File: src/rtl/vga_scan_pkg.sv
// vga_scan_pkg: VGA timing defaults, scanout FSM states and trace colours shared by the
// waveform display reader.
package vga_scan_pkg;

    localparam int H_ACTIVE_DEF = 640;
    localparam int H_FP_DEF     = 16;
    localparam int H_SYNC_DEF   = 96;
    localparam int H_BP_DEF     = 48;
    localparam int V_ACTIVE_DEF = 480;
    localparam int V_FP_DEF     = 10;
    localparam int V_SYNC_DEF   = 2;
    localparam int V_BP_DEF     = 33;
    localparam int SPLIT_Y_DEF  = 240;

    localparam int H_TOTAL = H_ACTIVE_DEF + H_FP_DEF + H_SYNC_DEF + H_BP_DEF;
    localparam int V_TOTAL = V_ACTIVE_DEF + V_FP_DEF + V_SYNC_DEF + V_BP_DEF;

    localparam logic [2:0] C_TRACE1_DEF = 3'b111;
    localparam logic [2:0] C_TRACE2_DEF = 3'b010;
    localparam logic [2:0] C_SPLIT_DEF  = 3'b001;

    typedef enum logic [1:0] {SCAN, GRANT, RESUME} scan_state_t;

    function automatic int line_total(input int active, input int fp, input int sync, input int bp);
        return active + fp + sync + bp;
    endfunction

endpackage

File: src/rtl/vga_timing_gen.sv
// vga_timing_gen: raster counters, raw active-low syncs, visible flag and a frame_start
// pulse that is high while the counters sit at h=0, v=0.
module vga_timing_gen
    import vga_scan_pkg::*;
#(
    parameter int H_ACTIVE = H_ACTIVE_DEF,
    parameter int H_FP     = H_FP_DEF,
    parameter int H_SYNC   = H_SYNC_DEF,
    parameter int H_BP     = H_BP_DEF,
    parameter int V_ACTIVE = V_ACTIVE_DEF,
    parameter int V_FP     = V_FP_DEF,
    parameter int V_SYNC   = V_SYNC_DEF,
    parameter int V_BP     = V_BP_DEF
) (
    input  logic       clk,
    input  logic       rst,
    output logic [9:0] h,
    output logic [9:0] v,
    output logic       h_sync_raw,
    output logic       v_sync_raw,
    output logic       visible,
    output logic       frame_start
);

    localparam logic [9:0] H_LAST = 10'(line_total(H_ACTIVE, H_FP, H_SYNC, H_BP) - 1);
    localparam logic [9:0] V_LAST = 10'(line_total(V_ACTIVE, V_FP, V_SYNC, V_BP) - 1);
    localparam logic [9:0] H_VIS  = 10'(H_ACTIVE);
    localparam logic [9:0] V_VIS  = 10'(V_ACTIVE);
    localparam logic [9:0] HS_ON  = 10'(H_ACTIVE + H_FP);
    localparam logic [9:0] HS_OFF = 10'(H_ACTIVE + H_FP + H_SYNC);
    localparam logic [9:0] VS_ON  = 10'(V_ACTIVE + V_FP);
    localparam logic [9:0] VS_OFF = 10'(V_ACTIVE + V_FP + V_SYNC);

    logic run;
    logic h_wrap;
    logic v_wrap;

    assign h_wrap     = h == H_LAST;
    assign v_wrap     = v == V_LAST;
    assign h_sync_raw = !(h >= HS_ON && h < HS_OFF);
    assign v_sync_raw = !(v >= VS_ON && v < VS_OFF);
    assign visible    = run && h < H_VIS && v < V_VIS;

    // The first clock after reset parks at (0,0) so frame_start can mark the opening pixel.
    always_ff @(posedge clk or posedge rst) begin
        if (rst) begin
            h           <= '0;
            v           <= '0;
            run         <= 1'b0;
            frame_start <= 1'b0;
        end else if (!run) begin
            run         <= 1'b1;
            frame_start <= 1'b1;
        end else begin
            h           <= h_wrap ? '0 : h + 10'd1;
            v           <= h_wrap ? (v_wrap ? '0 : v + 10'd1) : v;
            frame_start <= h_wrap && v_wrap;
        end
    end

endmodule

File: src/rtl/waveform_scanout.sv
// waveform_scanout: VGA reader for the time-domain and FFT waveform RAMs, drawing each as a
// connected trace and lending both RAMs to the writer only during vertical blanking.
module waveform_scanout
    import vga_scan_pkg::*;
#(
    parameter int         H_ACTIVE = H_ACTIVE_DEF,
    parameter int         H_FP     = H_FP_DEF,
    parameter int         H_SYNC   = H_SYNC_DEF,
    parameter int         H_BP     = H_BP_DEF,
    parameter int         V_ACTIVE = V_ACTIVE_DEF,
    parameter int         V_FP     = V_FP_DEF,
    parameter int         V_SYNC   = V_SYNC_DEF,
    parameter int         V_BP     = V_BP_DEF,
    parameter int         SPLIT_Y  = SPLIT_Y_DEF,
    parameter int         DATA_W   = 9,
    parameter int         ADDR_W   = 10,
    parameter logic [2:0] C_TRACE1 = C_TRACE1_DEF,
    parameter logic [2:0] C_TRACE2 = C_TRACE2_DEF,
    parameter logic [2:0] C_SPLIT  = C_SPLIT_DEF
) (
    input  logic              clk,
    input  logic              rst,
    input  logic              wr_req,
    output logic              wr_grant,
    output logic [ADDR_W-1:0] ram1_addr,
    output logic [ADDR_W-1:0] ram2_addr,
    input  logic [DATA_W-1:0] ram1_data,
    input  logic [DATA_W-1:0] ram2_data,
    output logic              h_sync,
    output logic              v_sync,
    output logic              video_on,
    output logic [9:0]        pixel_x,
    output logic [9:0]        pixel_y,
    output logic              frame_start,
    output logic [2:0]        rgb
);

    localparam logic [9:0] H_VIS = 10'(H_ACTIVE);
    localparam logic [9:0] V_VIS = 10'(V_ACTIVE);
    localparam logic [9:0] SPLIT = 10'(SPLIT_Y);

    logic [9:0]  h, v;
    logic        hs0, vs0, vis0, en0;
    scan_state_t state;

    vga_timing_gen #(
        .H_ACTIVE(H_ACTIVE), .H_FP(H_FP), .H_SYNC(H_SYNC), .H_BP(H_BP),
        .V_ACTIVE(V_ACTIVE), .V_FP(V_FP), .V_SYNC(V_SYNC), .V_BP(V_BP)
    ) u_timing (
        .clk(clk),
        .rst(rst),
        .h(h),
        .v(v),
        .h_sync_raw(hs0),
        .v_sync_raw(vs0),
        .visible(vis0),
        .frame_start(frame_start)
    );

    // A resumed frame draws from its very first pixel, the clock RESUME hands back to SCAN.
    assign en0       = state == SCAN || (state == RESUME && frame_start);
    assign ram1_addr = (state != GRANT && h < H_VIS) ? ADDR_W'(h) : '0;
    assign ram2_addr = ram1_addr;

    always_ff @(posedge clk or posedge rst) begin
        if (rst) begin
            state    <= SCAN;
            wr_grant <= 1'b0;
        end else begin
            case (state)
                SCAN: if (wr_req && h == '0 && v == V_VIS) begin
                    state    <= GRANT;
                    wr_grant <= 1'b1;
                end
                GRANT: if (!wr_req) begin
                    state    <= RESUME;
                    wr_grant <= 1'b0;
                end
                default: if (frame_start) state <= SCAN;
            endcase
        end
    end

    logic [9:0] x1, y1, prev1, prev2;
    logic       hs1, vs1, vis1, en1;
    logic [9:0] c1, c2, p1, p2, lo1, hi1, lo2, hi2;
    logic [2:0] colour;

    always_ff @(posedge clk or posedge rst) begin
        if (rst) begin
            x1   <= '0;
            y1   <= '0;
            hs1  <= 1'b1;
            vs1  <= 1'b1;
            vis1 <= 1'b0;
            en1  <= 1'b0;
        end else begin
            x1   <= h;
            y1   <= v;
            hs1  <= hs0;
            vs1  <= vs0;
            vis1 <= vis0;
            en1  <= en0;
        end
    end

    // Column 0 has no left neighbour, so its segment collapses to the sample itself.
    always_comb begin
        c1     = 10'(ram1_data);
        c2     = 10'(ram2_data);
        p1     = x1 == '0 ? c1 : prev1;
        p2     = x1 == '0 ? c2 : prev2;
        lo1    = p1 < c1 ? p1 : c1;
        hi1    = p1 < c1 ? c1 : p1;
        lo2    = p2 < c2 ? p2 : c2;
        hi2    = p2 < c2 ? c2 : p2;
        colour = y1 == SPLIT ? C_SPLIT
               : (en1 && y1 < SPLIT && y1 >= lo1 && y1 <= hi1) ? C_TRACE1
               : (en1 && y1 > SPLIT && y1 >= lo2 && y1 <= hi2) ? C_TRACE2
               : 3'b000;
    end

    always_ff @(posedge clk or posedge rst) begin
        if (rst) begin
            prev1    <= '0;
            prev2    <= '0;
            rgb      <= '0;
            video_on <= 1'b0;
            pixel_x  <= '0;
            pixel_y  <= '0;
            h_sync   <= 1'b1;
            v_sync   <= 1'b1;
        end else begin
            prev1    <= vis1 ? c1 : prev1;
            prev2    <= vis1 ? c2 : prev2;
            rgb      <= vis1 ? colour : 3'b000;
            video_on <= vis1;
            pixel_x  <= x1;
            pixel_y  <= y1;
            h_sync   <= hs1;
            v_sync   <= vs1;
        end
    end

endmodule
File: config.mk
export PLATFORM = sky130hd
export DESIGN_NAME = waveform_scanout
export DESIGN_NICKNAME = d
export VERILOG_FILES = /design/src/rtl/vga_scan_pkg.sv /design/src/rtl/vga_timing_gen.sv /design/src/rtl/waveform_scanout.sv
export SDC_FILE = /design/constraint.sdc
export NUM_CORES = 1
export LEC_CHECK = 0
export CORE_UTILIZATION = 55
export CTS_CLUSTER_DIAMETER = 40
export CTS_CLUSTER_SIZE = 20
export DETAILED_ROUTE_END_ITERATION = 10
export DONT_BUFFER_PORTS = 1
export GPL_TIMING_DRIVEN = 1
export PLACE_DENSITY = 0.7
export RECOVER_POWER = 50
export SKIP_CTS_REPAIR_TIMING = 1
export SLEW_MARGIN = 15
export SYNTH_ARGS = -nofsm -noshare
export SYNTH_HDL_FRONTEND = slang
export SYNTH_SLANG_ARGS = --single-unit
File: constraint.sdc
create_clock -name clk -period 7.5 [get_ports clk]
set_input_delay 1.5 -clock clk [delete_from_list [all_inputs] [get_ports clk]]
set_output_delay 1.5 -clock clk [all_outputs]
set_load 0.005 [all_outputs]
==> results of run 1 <==
[worst paths after layout]
| path | endpoint | slack [ps] | depth (start not counted) |
|---|---|---|---|
| max | pixel_y[2] | 2260 | 2 |
| min | h_sync | 360 | 0 |
| max reg2reg | rgb[1] | 2860 | 18 |
| min reg2reg | h_sync | 360 | 0 |
| max in group clk | rgb[1] | 2830 | 17 |
| min in group asynchronous | prev2[0] | 1040 | 1 |
[layout by cell type, fill, tap and decap left out, types with 3 or more instances in the layout]
cell type  instances
nand2b_1           5
inv_6              3
a211oi_1          10
dfstp_2            4
xnor2_1           10
buf_4              3
mux2_2            17
a21o_1             6
nand2_1           40
nor3_1             4
nand3_1           11
nor2_1            55
and2_1            11
clkbuf_8           9
a21oi_1           39
nor4_1             7
dfrtp_1           89
mux2_1             3
o21ai_0           32
inv_1             44
o21a_1             3
and3_1             3
nand4_1           14
xor2_1             6
ha_1              56
[synth_stat cells, drive strengths merged (5+ instances only)]
cell | instances | area, sq um
nand2b | 5 | 31.28
ha | 56 | 700.7
nor4 | 7 | 50.05
xnor2 | 10 | 87.58
a211oi | 10 | 75.07
nand4 | 14 | 87.58
o21ai | 33 | 165.2
buf | 17 | 110.1
a21o | 6 | 45.04
dfrtp | 89 | 2227
nand2 | 40 | 150.1
xor2 | 6 | 52.55
mux2 | 20 | 225.2
nand3 | 11 | 55.05
clkbuf | 10 | 37.54
inv | 45 | 168.9
a21oi | 39 | 195.2
nor2 | 55 | 206.5
and2 | 11 | 68.82
[layer usage]
| layer | vias up | part of all wire, % | routed length, um |
|---|---|---|---|
| met5 | - | 0 | 0 |
| met3 | 17 | 4.5 | 471 |
| met4 | 0 | 1.5 | 155 |
| met2 | 77 | 47 | 4936 |
| met1 | 1748 | 47 | 4870 |
| li1 | 1800 | - | - |
[cells by family after synthesis]
kind of cell / after synthesis / share of synthesized area [%]
flip-flops: 93 / 44.79
XOR/XNOR: 16 / 2.691
multiplexers: 22 / 4.709
AND/OR/NAND/NOR: 162 / 15.16
buffers and inverters: 72 / 6.079
AO/OA/AOI/OAI: 105 / 13.05
adder cells (fa/ha/maj): 56 / 13.46
other: 1 / 0.07201
[layout make-up]
cell class,instances,area [sq um],share of cell area (%)
Timing Repair Buffer,4,26.28,0.4850
Inverter,45,170.2,3.141
Sequential cell,93,2332,43.05
Tap cell,111,138.9,2.564
Clock buffer,9,123.9,2.286
Multi-Input combinational cell,362,2564,47.32
Clock inverter,7,62.56,1.155
[stage by stage]
stage	hold WS, ps	instance area (sq um)	worst slack, ps
2_1_floorplan	345.2	5207	2723
3_3_place_gp	346.9	5241	2474
3_5_place_dp	346.8	5241	2467
4_1_cts	361.4	5428	2844
5_1_grt	366.9	5418	1244
6_report	361.3	5418	2260
[flip-flops by register name, summed over array words and instances, names as in the netlist, 2 cells and up]
signal	cells
pixel_x	10
pixel_y	10
u_timing.h	10
u_timing.v	10
x1	10
y1	10
prev1	9
prev2	9
rgb	3
state	2
[power groups by stage]
stage,clock network (uW),logic [uW],registers [uW]
finish,326,453,619
global route,354,530,629
CTS,337,457,620
detailed placement,0,457,630
global placement,0,443,628
floorplan,0,403,604
==> results.json, run 1 <==
{
  "synth_area_per_cell_sq_um": 9.881,
  "slew_headroom_pct": -168.9,
  "fp.dieH_um": 99.31,
  "status": "complete, but fails checks",
  "met3_usage_pct": 4.708,
  "synth_seq_cells": 93,
  "hold_class": "reg2reg",
  "grt_use_total_pct": 22.46,
  "use_met1_pct": 30.40,
  "hpwlAfterDp_mm": 7.649,
  "clk_pin_slew_ps": 100,
  "grt_overflow_total": 0,
  "final_util_pct": 58.91,
  "maxCapViolCount": 2,
  "cp_cell_sequence": "clkinvlp_2, clkbuf_1",
  "critPathBufInv": 2,
  "drcViolationCount": 0,
  "grt_setup_unrepaired": "no",
  "ys_types": 52,
  "cts_buffer_depth": 2,
  "htreeDepth": 3,
  "period_share_pct": 69.86,
  "synth_nets": 604,
  "grt_max_degree": 82,
  "worst_pin_slew_ps": 4033,
  "tritoncts": "yes",
  "grt.busiest_layer": "met2",
  "tns_ps": 0,
  "setup_viol": 0,
  "ant_nets": 0,
  "vias": 3642,
  "hold_violations": 0,
  "seq_power_share_pct": 44.3,
  "clock_latency_ps": 370,
  "initial_core_util_pct": 56.63,
  "cts.sinks": 93,
  "fin_cells": 631,
  "async_reset_ff_share_pct": 100.0,
  "area_growth_syn_to_layout_pct": 4.037,
  "die_area_sq_um": 9861,
  "n_antenna_cell": 0,
  "crit_start": "rst",
  "path_max_fanout": 81,
  "syn_inst": 527,
  "netSwitchingPower_uw": 522.1,
  "cp-end-kind": "asynchronous set/reset pin",
  "ys_seq_area_share_pct": 44.79,
  "portBuffers": 0,
  "required_ps": 7050,
  "wl_per_cell_um": 16.54,
  "ys.warnings.count": 0,
  "layout-drive-gt1-share_pct": 8.654,
  "grt_pass1_wl_mm": 17.24,
  "fmax_mhz": 190.9,
  "nFillCells": 796,
  "synth_edf_count": 0,
  "powerDensity_nw_per_um2": 258.2,
  "rows": 35,
  "p_clk_share_pct": 23.3,
  "antenna_found_initial": 0,
  "dp_cells": 615,
  "path_delay_family": "buffers and inverters",
  "power.total_uw": 1399,
  "drv_slew": 94,
  "period_needed_ps": 5240,
  "max_stage_delay_ps": 2860,
  "internal_power_uw": 876.9,
  "die_x_um": 99.31,
  "p_comb_share_pct": 32.4,
  "skew_ps": 18.49,
  "cts_buffers": 9,
  "hold_start": "hs1",
  "leakagePower_uw": 0.002729,
  "synth_ff_type": "dfrtp_1",
  "root_buffer": "clkbuf_8",
  "crit_arrival_ps": 4790,
  "worstSetupStartpointType": "input pin",
  "max-vdd-ir-drop_mv": 0.1541,
  "violations": "capacitance limit, slew limit",
  "final_nets": 592,
  "grt_pass1_vias": 3564,
  "syn_area_sq_um": 5207,
  "r2r-start": "x1[1]",
  "drt_iter0_drc": 259,
  "grt_util_met2_pct": 36.49,
  "fp.coreArea_sq_um": 9196,
  "switching_share_pct": 37.32,
  "io_pins": 69,
  "crit_path_top_delay_cell": "clkbuf_1",
  "gp_congestion": 0.8579,
  "viasPerCell": 5.772,
  "critPathKind": "in2async",
  "wirelength_mm": 10.43,
  "firstDrtPassIters": 4
}
Note: power is estimated with default switching activity, not from simulation.
==> inputs of run 2 (changes only) <==
--- a/config.mk
+++ b/config.mk
@@ -11,7 +11,7 @@
 export DETAILED_ROUTE_END_ITERATION = 10
 export DONT_BUFFER_PORTS = 1
 export GPL_TIMING_DRIVEN = 1
-export PLACE_DENSITY = 0.7
+export PLACE_DENSITY = 0.73
 export RECOVER_POWER = 50
 export SKIP_CTS_REPAIR_TIMING = 1
 export SLEW_MARGIN = 15
==> constraint.sdc (replaced) <==
create_clock -name clk -period 4.3 [get_ports clk]
set_input_delay 0.86 -clock clk [delete_from_list [all_inputs] [get_ports clk]]
set_output_delay 0.86 -clock clk [all_outputs]
set_load 0.005 [all_outputs]
==> run 2 against run 1 <==
Against the previous run:
- the run ends with capacitance limit, slew limit, setup timing left
- die area is the same
- critical path depth grew 19
- sequential share of layout area shrank 4.6 points
- hold slack gained 3.0 ps
- power grew 100%
- clock power grew 73%
- non-clock buffer count grew 33
- clock-buffer cell count grew 1
==> results.json, run 2 (same netlist as run 1, synthesis figures left out) <==
{
  "period_share_pct": 100.6,
  "fin_cells": 664,
  "area_growth_syn_to_layout_pct": 16.36,
  "fp.coreArea_sq_um": 9196,
  "die_area_sq_um": 9861,
  "grt_setup_unrepaired": "yes",
  "drv_slew": 75,
  "cts.sinks": 93,
  "tns_ps": -38.28,
  "htreeDepth": 3,
  "p_comb_share_pct": 41.0,
  "cp-end-kind": "register",
  "max-vdd-ir-drop_mv": 0.2263,
  "layout-drive-gt1-share_pct": 22.60,
  "seq_power_share_pct": 39.1,
  "antenna_found_initial": 0,
  "hold_class": "reg2reg",
  "clk_pin_slew_ps": 100,
  "nFillCells": 687,
  "n_antenna_cell": 0,
  "grt_pass1_wl_mm": 17.85,
  "leakagePower_uw": 0.002950,
  "cts_buffer_depth": 2,
  "regArea_sq_um": 2332,
  "worst_pin_slew_ps": 1893,
  "initial_core_util_pct": 56.63,
  "die_x_um": 99.31,
  "drt_iter0_drc": 225,
  "wl_met3_um": 546,
  "final_nets": 625,
  "io_pins": 69,
  "netSwitchingPower_uw": 1058,
  "gp_congestion": 0.8981,
  "switching_share_pct": 37.42,
  "drcViolationCount": 0,
  "viasPerCell": 5.910,
  "period_needed_ps": 4327,
  "path_max_fanout": 7,
  "firstDrtPassIters": 4,
  "hold_violations": 0,
  "setup_viol": 2,
  "grt_max_degree": 39,
  "layout_setup_ws_ps": -27.37,
  "tritoncts": "yes",
  "root_buffer": "clkbuf_8",
  "final_util_pct": 65.89,
  "final_common_cell": "dfrtp_1",
  "vias": 3924,
  "clock_latency_ps": 360,
  "violations": "capacitance limit, slew limit, setup timing",
  "hpwlAfterDp_mm": 8.095,
  "power.total_uw": 2826,
  "wl_per_cell_um": 18.31,
  "fp.dieH_um": 99.31,
  "grt_use_total_pct": 23.17,
  "route.layer.met1.wl_mm": 5.286,
  "grt_overflow_total": 0,
  "internal_power_uw": 1769,
  "status": "complete, but fails checks",
  "ant_nets": 0,
  "rows": 35,
  "layout_common_cells": "dfrtp_1, ha_1, nor2_1",
  "critPathKind": "reg2reg",
  "fmax_mhz": 231.1,
  "r2r_slack_ps": -30,
  "cts_buffers": 9,
  "powerDensity_nw_per_um2": 466.4,
  "skew_ps": 17.18,
  "required_ps": 4580,
  "maxCapViolCount": 2,
  "multi_input_area_sq_um": 2870,
  "p_clk_share_pct": 19.9,
  "grt_pass1_vias": 3748,
  "portBuffers": 0,
  "worstSetupStartpointType": "register",
  "highest_layer": "met4",
  "slew_headroom_pct": -26.20,
  "dp_cells": 629,
  "route.met2.wl_mm": 6.040,
  "wirelength_mm": 12.16,
  "crit_arrival_ps": 4610,
  "whs_ps": 364.3
}
[run 2: final timing paths]
path / endpoint / depth (start not counted) / from
worst max-delay path: rgb[1] / 21 / x1[6]
min in group asynchronous: u_timing.h[4] / 1 / rst
worst min-delay path: h_sync / 0 / hs1
max in group asynchronous: y1[8] / 2 / rst
worst max register to register: rgb[1] / 21 / x1[6]
worst min register to register: h_sync / 0 / hs1
[run 2: metal layers]
layer  GRT usage [%]  vias up
met3           5.200       27
met2           38.51      113
met4           5.882        0
met1           30.92     1923
met5               0        -
li1                -     1861
[run 2: layout make-up]
| type | instances | area share, % |
|---|---|---|
| Tap cell | 111 | 2.292 |
| Clock buffer | 10 | 2.271 |
| Inverter | 45 | 2.808 |
| Sequential cell | 93 | 38.49 |
| Clock inverter | 6 | 0.8259 |
| Timing Repair Buffer | 37 | 5.947 |
| Multi-Input combinational cell | 362 | 47.37 |
[run 2: metrics by stage]
step,instance area (sq um),setup WS [ps]
3_3_place_gp,5359,-87.22
4_1_cts,5547,-239.6
5_1_grt,6060,-236.7
3_5_place_dp,5359,-165.1
6_report,6060,-27.37
2_1_floorplan,5209,9.415
[run 2: power groups by stage]
stage	combinational, uW	clock (uW)	sequential, uW
floorplan	703	0	1050
global placement	831	0	1100
detailed placement	871	0	1110
CTS	878	574	1090
global route	1270	616	1120
finish	1160	563	1110
[run 2: worst max-delay path, stage by stage (launching register included)]
cell and delay, ps:
dfrtp_1 400, nor4_2 300, nand3_2 170, buf_6 160, clkbuf_16 160, nor2_4 90
a21oi_2 50, inv_2 70, ha_4 200, a211oi_2 310, nand2_1 160, o41ai_4 350
buf_6 160, nand2_1 80, mux2_4 320, ha_4 260, nand2b_1 90, a211oi_1 70
o21ai_1 140, nand4_1 150, a2111oi_4 420, a41o_1 150
==> inputs of run 3 (changes only) <==
--- a/config.mk
+++ b/config.mk
@@ -5,6 +5,7 @@
 export SDC_FILE = /design/constraint.sdc
 export NUM_CORES = 1
 export LEC_CHECK = 0
+export CORE_ASPECT_RATIO = 0.5
 export CORE_UTILIZATION = 55
 export CTS_CLUSTER_DIAMETER = 40
 export CTS_CLUSTER_SIZE = 20
==> run 3 against run 2 <==
Against the previous run:
- core utilization down 0.36 points
- sequential power about the same
- largest cell class unchanged
- cell count down 0.30%
- setup slack worse by 29 ps
- hold slack worse by 7.0 ps
- the flow still finishes with violations (capacitance limit, slew limit, setup timing)
==> results.json, run 3 (same netlist as run 1, synthesis figures left out) <==
{
  "violations": "capacitance limit, slew limit, setup timing",
  "clock_latency_ps": 350,
  "io_pins": 69,
  "fp.coreArea_sq_um": 8949,
  "hold_violations": 0,
  "nFillCells": 678,
  "firstDrtPassIters": 5,
  "grt_use_total_pct": 24.05,
  "r2r-start": "x1[6]",
  "fmax_mhz": 229.6,
  "layout_common_cells": "dfrtp_1, ha_1, nor2_1",
  "powerDensity_nw_per_um2": 493.9,
  "crit_start": "x1[6]",
  "wl_per_cell_um": 17.04,
  "area_growth_syn_to_layout_pct": 12.61,
  "crit_arrival_ps": 4650,
  "cp-end-kind": "register",
  "whs_ps": 357.3,
  "grt_setup_unrepaired": "yes",
  "critPathKind": "reg2reg",
  "slew_headroom_pct": -30.23,
  "wirelength_mm": 11.28,
  "cts_buffer_depth": 2,
  "root_buffer": "clkbuf_16",
  "grt_overflow_total": 0,
  "layout_setup_ws_ps": -56.20,
  "vias": 3792,
  "die_area_sq_um": 9885,
  "portBuffers": 0,
  "final_common_cell": "dfrtp_1",
  "tritoncts": "yes",
  "worstSetupStartpointType": "register",
  "r2r_slack_ps": -60,
  "tns_ps": -56.20,
  "clk_pin_slew_ps": 70,
  "rows": 24,
  "ant_nets": 0,
  "drv_slew": 43,
  "regArea_sq_um": 2332,
  "gp_congestion": 0.8480,
  "maxCapViolCount": 1,
  "multi_input_area_sq_um": 2636,
  "die_x_um": 139.6,
  "required_ps": 4590,
  "setup_viol": 1,
  "hold_class": "reg2reg",
  "cts.sinks": 93,
  "period_share_pct": 101.3,
  "initial_core_util_pct": 58.19,
  "viasPerCell": 5.728,
  "period_needed_ps": 4356,
  "grt_pass1_vias": 3581,
  "max-vdd-ir-drop_mv": 0.2036,
  "final_nets": 617,
  "grt_max_degree": 43,
  "layout-drive-gt1-share_pct": 15.60,
  "drt_iter0_drc": 282,
  "worst_pin_slew_ps": 1943,
  "leakagePower_uw": 0.002940,
  "grt_pass1_wl_mm": 18.17,
  "cts_buffers": 9,
  "path_max_fanout": 14,
  "drcViolationCount": 0,
  "n_antenna_cell": 0,
  "status": "complete, but fails checks",
  "r2r_cells": 22,
  "fp.dieH_um": 70.81,
  "crit_end": "rgb[1]",
  "skew_ps": 6.225,
  "htreeDepth": 3,
  "hpwlAfterDp_mm": 7.777,
  "r2r-end": "rgb[1]",
  "antenna_found_initial": 0
}
-- run 3: cell types whose count changed in the layout (fill, tap and decap cells not counted), sizes merged --
| cell | before | now |
|---|---|---|
| buf | 32 | 25 |
| clkbuf | 15 | 13 |
| clkinv | 1 | 2 |
| clkinvlp | 2 | 1 |
| inv | 48 | 49 |
-- run 3: worst min path at each step --
stage                     from  endpoint  cells past startpoint
after floorplan            hs1    h_sync                      0
after global routing       hs1    h_sync                      0
after global placement     hs1    h_sync                      0
after detailed placement   hs1    h_sync                      0
after CTS                  hs1    h_sync                      0
final                      hs1    h_sync                      0
-- run 3: power by group --
part | switching, uW | internal, uW
Sequential | 120 | 977
Combinational | 537 | 482
Clock | 374 | 407
Total | 1030 | 1870
-- run 3: per-layer routing --
metal  up-vias  wire length (um)  global-route usage [%]
met5         -                 0                       0
li1       1855                 -                       -
met1      1824              5415                   33.11
met2       101              5124                   37.69
met4         0               130                   8.181
met3        12               608                   5.890
-- run 3: stage by stage --
stage                     util [%]  instances  power, uW  worst slack [ps]  area [sq um]
final                        65.53        662       2896            -56.20          5864
after global routing         65.53        662       3079            -259.5          5864
after CTS                    63.41        652       2773            -139.2          5674
after detailed placement     60.19        636       1980            -40.79          5386
after global placement       60.19        636       1945             95.04          5386
after floorplan                  -        527       1757             9.415          5209
-- run 3: worst max-delay path, stage by stage, from the launching register on --
cell and delay (ps):
dfrtp_1 390, nor4_2 310, nand3_2 170, buf_12 190
buf_4 170, a21oi_2 150, inv_1 50, ha_1 300
a211oi_2 200, nand2_1 130, o22a_1 230, o41ai_4 60
buf_4 190, buf_12 110, nor2_1 40, a21oi_1 140
ha_1 270, a21o_1 190, a211oi_2 230, o21ai_1 100
or3_1 330, a22oi_1 150, a41o_1 180
-- run 3: final cells by class --
type	instances	share of cell area, %
Tap cell	117	2.496
Clock buffer	9	3.840
Sequential cell	93	39.77
Inverter	45	2.902
Multi-Input combinational cell	362	44.95
Clock inverter	7	1.067
Timing Repair Buffer	29	4.971
